File: config.mk
export PLATFORM = sky130hd
export DESIGN_NAME = hp_bytequad
export DESIGN_NICKNAME = d
export VERILOG_FILES = /design/src/rtl/tube_pkg.sv /design/src/rtl/hp_byte.sv /design/src/rtl/hp_bytequad.sv
export SDC_FILE = /design/constraint.sdc
export NUM_CORES = 1
export LEC_CHECK = 0
export ABC_AREA = 1
export CAP_MARGIN = 0
export CORE_ASPECT_RATIO = 0.7
export CORE_UTILIZATION = 60
export CTS_BUF_LIST = sky130_fd_sc_hd__clkbuf_2
export CTS_CLUSTER_SIZE = 8
export DETAILED_ROUTE_END_ITERATION = 8
export PLACE_DENSITY = 0.95
export SYNTH_ARGS = -nofsm -noshare
export SYNTH_HDL_FRONTEND = slang
export SYNTH_SLANG_ARGS = --single-unit
export TNS_END_PERCENT = 1
File: constraint.sdc
create_clock -name h_phi2 -period 3.5 [get_ports h_phi2]
set_input_delay 1.05 -clock h_phi2 [delete_from_list [all_inputs] [get_ports h_phi2]]
set_output_delay 1.05 -clock h_phi2 [all_outputs]
set_load 0.01 [all_outputs]
File: src/rtl/tube_pkg.sv
// Shared Tube definitions: channel indices, R3 FIFO depth and the reset data value.
package tube_pkg;

  localparam int NUM_CH   = 4;
  localparam int R1       = 0;
  localparam int R2       = 1;
  localparam int R3       = 2;
  localparam int R4       = 3;
  localparam int R3_DEPTH = 2;

  localparam logic [7:0] RESET_DATA = 8'h00;

  typedef logic [7:0] tube_byte_t;
  typedef logic [1:0] r3_count_t;

  // Capacity of R3 in the given mode (one-byte mode holds a single byte).
  function automatic r3_count_t r3_capacity(input logic one_byte);
    return one_byte ? r3_count_t'(1) : r3_count_t'(R3_DEPTH);
  endfunction

endpackage

File: src/rtl/hp_byte.sv
// Single-byte host-to-parasite latch: one data register plus a valid flag.
module hp_byte
  import tube_pkg::*;
(
  input  logic       clk,
  input  logic       rst_b,
  input  logic       push_req,
  input  logic       pop_req,
  input  logic [7:0] din,
  output logic [7:0] dout,
  output logic       valid
);

  logic [7:0] data_reg;
  logic       valid_reg;

  // A pop of a full latch wins over a same-cycle push; the data register is
  // left untouched on pop so the parasite can re-read the last byte.
  always_ff @(posedge clk or negedge rst_b) begin
    if (!rst_b) begin
      data_reg  <= RESET_DATA;
      valid_reg <= 1'b0;
    end else if (pop_req && valid_reg) begin
      valid_reg <= 1'b0;
    end else if (push_req && !valid_reg) begin
      data_reg  <= din;
      valid_reg <= 1'b1;
    end
  end

  assign dout  = data_reg;
  assign valid = valid_reg;

endmodule

File: src/rtl/hp_bytequad.sv
// Host-to-parasite Tube register quad: byte latches on R1/R2/R4, a two-entry FIFO on R3.
module hp_bytequad
  import tube_pkg::*;
(
  input  logic       h_phi2,
  input  logic       h_rst_b,
  input  logic       h_we,
  input  logic [3:0] h_selectData,
  input  logic [7:0] h_data,
  input  logic       p_rd,
  input  logic [3:0] p_selectData,
  input  logic       one_byte_mode,
  output logic [7:0] p_data,
  output logic [3:0] p_data_available,
  output logic [3:0] h_full,
  output logic       p_zero_bytes_available
);

  logic [7:0] ch_data [NUM_CH];
  logic [3:0] ch_avail;
  logic [3:0] ch_full;

  // R3 state: entry 0 is always the head; entry 1 is the younger byte.
  logic [7:0] r3_mem_reg  [R3_DEPTH];
  logic [7:0] r3_mem_next [R3_DEPTH];
  r3_count_t  r3_count_reg, r3_count_next;
  logic       draining_reg, draining_next;
  logic       mode_reg;
  logic       r3_full, r3_avail, r3_push, r3_pop;
  r3_count_t  r3_wr_idx;

  genvar gi;
  generate
    for (gi = 0; gi < NUM_CH; gi++) begin : g_ch
      if (gi == R3) begin : g_fifo
        assign ch_data[gi]  = r3_mem_reg[0];
        assign ch_avail[gi] = r3_avail;
        assign ch_full[gi]  = r3_full;
      end else begin : g_latch
        logic valid;
        hp_byte u_byte (
          .clk      (h_phi2),
          .rst_b    (h_rst_b),
          .push_req (h_we & h_selectData[gi]),
          .pop_req  (p_rd & p_selectData[gi]),
          .din      (h_data),
          .dout     (ch_data[gi]),
          .valid    (valid)
        );
        assign ch_avail[gi] = valid;
        assign ch_full[gi]  = valid;
      end
    end
  endgenerate

  // Mode is sampled so a change only alters capacity/availability after an edge.
  assign r3_full  = (r3_count_reg >= r3_capacity(mode_reg));
  assign r3_avail = mode_reg ? (r3_count_reg != 2'd0)
                             : ((r3_count_reg == 2'd2) || (draining_reg && r3_count_reg != 2'd0));
  assign r3_push  = h_we & h_selectData[R3] & ~r3_full;
  assign r3_pop   = p_rd & p_selectData[R3] & r3_avail;
  assign r3_wr_idx = r3_count_reg - {1'b0, r3_pop};

  always_comb begin
    r3_mem_next   = r3_mem_reg;
    r3_count_next = r3_count_reg + {1'b0, r3_push} - {1'b0, r3_pop};
    draining_next = draining_reg;
    // Only shift when a younger byte exists, so an emptied FIFO keeps showing its last head.
    if (r3_pop && r3_count_reg == 2'd2) begin
      r3_mem_next[0] = r3_mem_reg[1];
    end
    if (r3_push) begin
      if (r3_wr_idx == 2'd0) begin
        r3_mem_next[0] = h_data;
      end else begin
        r3_mem_next[1] = h_data;
      end
    end
    if (r3_pop && r3_count_reg == 2'd2) begin
      draining_next = 1'b1;
    end else if (r3_count_next == 2'd0) begin
      draining_next = 1'b0;
    end
  end

  always_ff @(posedge h_phi2 or negedge h_rst_b) begin
    if (!h_rst_b) begin
      r3_mem_reg[0] <= RESET_DATA;
      r3_mem_reg[1] <= RESET_DATA;
      r3_count_reg  <= 2'd0;
      draining_reg  <= 1'b0;
      mode_reg      <= 1'b0;
    end else begin
      r3_mem_reg    <= r3_mem_next;
      r3_count_reg  <= r3_count_next;
      draining_reg  <= draining_next;
      mode_reg      <= one_byte_mode;
    end
  end

  // Lowest selected channel wins; scanning downward lets the lowest overwrite last.
  always_comb begin
    p_data = RESET_DATA;
    for (int i = NUM_CH - 1; i >= 0; i--) begin
      if (p_selectData[i]) begin
        p_data = ch_data[i];
      end
    end
  end

  assign p_data_available       = ch_avail;
  assign h_full                 = ch_full;
  assign p_zero_bytes_available = (r3_count_reg == 2'd0);

endmodule

Yosys cells after proc, flatten, opt, wreduce, memory -nomap -nowiden
Index checks and enable logic that the tools add are counted.
{"block": "word_totals", "output_inout_bits": 17, "ff_bits": 47, "in_bits": 21, "elab_cells": 73}
{"block": "classes", "reduce_logical": 24, "n_bitwise": 15, "n_eq_ne": 1, "add_sub_neg": 3, "muxes": 18, "n_lt_le_gt_ge": 1}
{"operator": "2-to-1 mux 8 bit", "n": 7}
{"operator": "2-to-1 mux 16 bit", "n": 1}
{"operator": "bitwise AND 1 bit", "n": 10}
{"operator": "nonzero test 2 bit", "n": 5}
{"operator": "2-to-1 mux 1 bit", "n": 9}
{"operator": "logical AND 1 bit", "n": 8}
{"operator": "AND reduction 2 bit", "n": 4}
{"operator": "logical NOT 2 bit", "n": 3}
{"operator": "inverter 1 bit", "n": 5}
{"operator": "subtractor 2 x 1 -> 2 bit", "n": 2}
{"operator": "logical NOT 1 bit", "n": 3}
{"operator": "adder 2 x 1 -> 2 bit", "n": 1}
{"operator": "equality test 2 bit (second input constant)", "n": 1}
{"operator": ">= comparator 2 bit", "n": 1}
{"operator": "2-to-1 mux 2 bit", "n": 1}
{"operator": "logical OR 1 bit", "n": 1}

Logic depth before layout (Yosys ltp)
{"block": "logic_depth", "depth_word": 9, "mapped_depth": 16, "ltp_nobuf": 15}

Cells and area by module
From an unflattened synthesis, not the netlist that was laid out.
{"block": "unflattened", "hier_cells": 325, "hier_area_um2": 2591.2}
{"mod": "hp_bytequad", "cells_per_inst": 214, "area_per_inst_um2": 1521.5, "seq_area_each_um2": 500.5, "n_inst": 1}
{"mod": "hp_byte", "cells_per_inst": 37, "area_per_inst_um2": 356.6, "seq_area_each_um2": 225.2, "n_inst": 3}

Worst setup path after synthesis
No wires, ideal clock.
{"block": "synth_timing", "path_kind": "input to output", "start": "input port p_selectData[3]", "end": "output port p_data[0]", "path_stages": 5, "t_required_ns": 2.450, "path_buffers": 1, "arrival_time_ns": 1.742, "slack_ns": 0.708, "path_cell_list": "clkbuf_1 -> nand2_1 -> o21ai_0 -> nand2_1 -> a21oi_1"}
{"block": "synth_between", "elab_chain_len": 4}
{"element": "start: declaration", "line": "hp_bytequad.sv:11", "text": "input logic [3:0] p_selectData,"}
{"element": "2-to-1 mux 8 bit (4 in series)", "line": "hp_bytequad.sv:105", "text": "if (p_selectData[i]) begin"}
{"element": "end: declaration", "line": "hp_bytequad.sv:13", "text": "output logic [7:0] p_data,"}
No other way between the ends.

Worst setup path after layout
{"block": "layout_timing", "start": "input port p_selectData[3]", "end": "output port p_data[4]"}
Same word-level chain as after synthesis.

==> out/results.md <==
| Metric | Reported |
|---|---|
| Sequence of cells on the critical path | clkdlybuf4s50_1 > buf_4 > nand2_1 > o21ai_0 > nand2_1 > a21oi_1 > clkdlybuf4s15_1 |
| Wire length of the first global-routing pass | 8400 microns |
| Routed via count | 2171 |
| CTS H-Tree Depth | 2 |
| Overflow left after global routing | 0 |
| Nets in the synthesized netlist | 331 |
| Number of enable-type register cells in the synthesized netlist | 0 |
| Proportion of synthesized chip area in sequential cells | 48.8% |
| Via density per instance | 5.57 |
| Number of rows in the core area | 18 |
| Clk root buf | sky130_fd_sc_hd__clkbuf_2 |
| Buffers plus inverters on the worst setup path | 3 |
| Leading register cell type out of synthesis | sky130_fd_sc_hd__dfrtp_1 |
| Leading cell types by total area after synthesis | sky130_fd_sc_hd__dfrtp_1 (49%), sky130_fd_sc_hd__nand2_1 (18%), sky130_fd_sc_hd__o21ai_0 (6.6%) |
| Worst path max stage delay | 0.46 ns |
| Data arrival at the endpoint of the critical path | 2.36 ns |
| Fraction of layout instances using a drive strength above 1 | 8.82% |
| Total power consumption of the routed design | 1770 uW |
| Post-synthesis instance area | 2410 sq um |
| Crit Path Max Fanout | 9 |
| Worst Hold Margin | 0.501 ns |
| Share of flip-flops with an asynchronous set or reset after synthesis | 100% |
| Final Wtd Congestion | 0.821 |
| Most congested layer reported by global routing | met2 |
| FF-to-FF path depth | 12 |
| Number of buffers added to fix hold violations after cts | 0 |
| Area growth from synthesis to layout | 16.9% |
| CTS Sinks | 47 |
| Destination of the worst register-to-register timing path | draining_reg |
| Worst Setup SP | p_selectData[3] |
| Flop-to-flop setup slack | 1.31 ns |
| Post-DP Area | 2790 sq um |
| Peak supply drop | 0.439 mV |
| Cell Count Post-Placement | 382 |
| Kind of end point of the critical path | output port |
| Via count of the first global-routing pass | 1878 |
| Number of remaining DRC errors | 0 |
| Clock latency on the worst-skew pair | 0.45 ns |
| Buffers added on ports | 37 |
| Core region area | 3670 sq um |
| Largest area contributor in the netlist | sky130_fd_sc_hd__dfrtp_1 |
| Worst slew slack as a fraction of its limit | 32.4% |
| Actual slew at the worst max-slew pin | 1.01 ns |
| Syn Inst Count | 306 |
| Stages on the worst setup path | 7 |
| Path type of the worst min-delay path | reg -> reg |
| Capture point of the worst path | p_data[4] |
| Critical path class | in -> out |
| R2r startpoint | r3_count_reg[0] |
| CTS tree | built |
| Most used standard cell by instance count after synthesis | sky130_fd_sc_hd__nand2_1 |
| Pin count of the biggest net entering global routing | 48 |
| Most frequent cell on the critical path | sky130_fd_sc_hd__nand2_1 |
| Net count, final | 364 |
| Yosys Warn Count | 0 |
| Clock input transition at the sequential cells of the worst setup and hold paths | 0.21 ns |
| Final Setup Violations | 0 |
| Cell family with most CP delay | buffers and inverters |
| DR iter-0 viols | 176 |
| Status | completed |
| Chip width | 77.8 microns |
| Total Routed Length | 5180 microns |
| Proportion of netlist area held by the largest area contributor | 48.8% |
| Effective utilization at floorplan | 65.7% |
| 1st-pass router iterations | 5 |
| I/O pin count | 38 |
| Critical path required time | 2.45 ns |
| Routed length per placed instance | 13.3 microns |
| Startpoint type of the worst setup path | input port |
| Overall fraction of global-route tracks in use | 26.7% |
| Pins over their slew limit | 0 |
| Met1 capacity usage during global routing | 34.4% |
| Total of max-cap violations | 0 |
| Area taken by multi-input logic gates | 1040 sq um |
| Fin. Hold Viols | 0 |
| Max FFs per register | 24 |
| Commonest cells post-synth | sky130_fd_sc_hd__nand2_1 (116), sky130_fd_sc_hd__dfrtp_1 (47), sky130_fd_sc_hd__o21ai_0 (32) |
| Source of the worst hold timing path | r3_mem_reg[3] |
| Post-route clock period utilization | 97.3% |
| Non-filler instance count after layout | 390 |
| Post-synth cell types | 23 |
| Slowest cell on the critical path | sky130_fd_sc_hd__clkdlybuf4s50_1 |
| Deepest clock path buffer count | 2 |
| Fillers | 262 |
| Worst setup skew after layout | 0.0266 ns |
| Register Area | 1180 sq um |
| Met2 track utilization from global routing | 44.7% |
| Antenna cells | 0 |
| Post-synthesis register bit count | 47 |
| Post-detailed-placement half-perimeter wirelength | 3820 microns |
| Leak | 0.00146 uW |
| Finished Cell Area | 2820 sq um |
| Final Critical Period | 3.41 ns |
| Y dimension of the die | 55.0 microns |
| Met3 track demand over resource in global routing | 7.70% |
| Antenna violations before repair | 0 |
| Full die area | 4280 sq um |
| Remaining antenna violation count after routing | 0 |
| Timing-limited maximum frequency | 294 MHz |
| RSZ-0062 raised after global routing | true |
| Power per unit of standard cell area | 626 nW/um^2 |
| Avg Cell Area, Syn | 7.88 sq um |
| TritonCTS buffer count | 5 |
[stage by stage]
stage          TNS [ns]  utilization [%]  setup slack, ns
2_1_floorplan         0                -            0.708
4_1_cts               0             76.9           0.0638
5_1_grt        -0.00570             76.8         -0.00570
3_3_place_gp      -1.23             75.9           -0.185
3_5_place_dp      -1.41             75.9           -0.201
6_report              0             76.8           0.0935
[worst min-delay path by stage]
stage / depth (start not counted) / slack, ns / endpoint
after floorplan: 2 / 0.44 / draining_reg
after global routing: 2 / 0.53 / r3_mem_reg[4]
after CTS: 2 / 0.51 / r3_mem_reg[3]
final: 2 / 0.50 / r3_mem_reg[3]
after global placement: 2 / 0.45 / r3_mem_reg[3]
after detailed placement: 2 / 0.46 / r3_mem_reg[1]
[cells in the final DEF, fill, tap and decap left out, drive strengths merged]
master         instances
dlygate4sd2            2
clkinvlp               1
dfrtp                 47
clkdlybuf4s15          4
nand3b                 4
a21oi                 16
clkinv                 3
nor2                  13
inv                   22
nor3                   1
buf                    7
clkdlybuf4s50         28
clkbuf                 7
ha                     4
nand2                121
nand3                 28
o21ai                 32
[worst register-to-register path: stages, from the launching register on]
cell and delay, ns:
sky130_fd_sc_hd__dfrtp_1 0.51, sky130_fd_sc_hd__inv_1 0.07, sky130_fd_sc_hd__ha_1 0.29, sky130_fd_sc_hd__nand2_1 0.08, sky130_fd_sc_hd__nand3_2 0.13, sky130_fd_sc_hd__nor2_8 0.11, sky130_fd_sc_hd__inv_1 0.05, sky130_fd_sc_hd__ha_1 0.26
sky130_fd_sc_hd__inv_1 0.04, sky130_fd_sc_hd__ha_1 0.27, sky130_fd_sc_hd__nand3b_1 0.16, sky130_fd_sc_hd__nand2_1 0.08, sky130_fd_sc_hd__nand2_1 0.05
[final cells by class]
class	count	area share, %
multi-input cells	219	36.8
well taps	50	2.22
repair buffers	43	14.6
inverters	23	3.06
clock buffers	5	0.888
clock inverters	3	0.710
flip-flops and latches	47	41.7
[per-layer routing]
layer / wire [microns] / part of all wire, %
met1: 2310 / 45
met2: 2370 / 46
met3: 444 / 8.6
met4: 54 / 1.0
met5: 0 / 0
[report_power, final]
group	internal, uW	switching [uW]
logic	292	413
clock network	47.8	185
registers	718	109
[logic make-up after synthesis]
kind of cell / after synthesis / synth area share, %
flip-flops: 47 / 48.8
buffers and inverters: 40 / 8.15
AO/OA/AOI/OAI: 48 / 9.96
adder cells (fa/ha/maj): 4 / 2.08
AND/OR/NAND/NOR: 167 / 31.0
[repair_timing]
item | 4_1_cts | 5_1_grt
setup buffers | 0 | 0
resized for setup | 8 | 8
endpoints found under the setup margin | 8 | 6
cloned | 0 | 0
No activity file was read; power rests on OpenSTA's default activity.
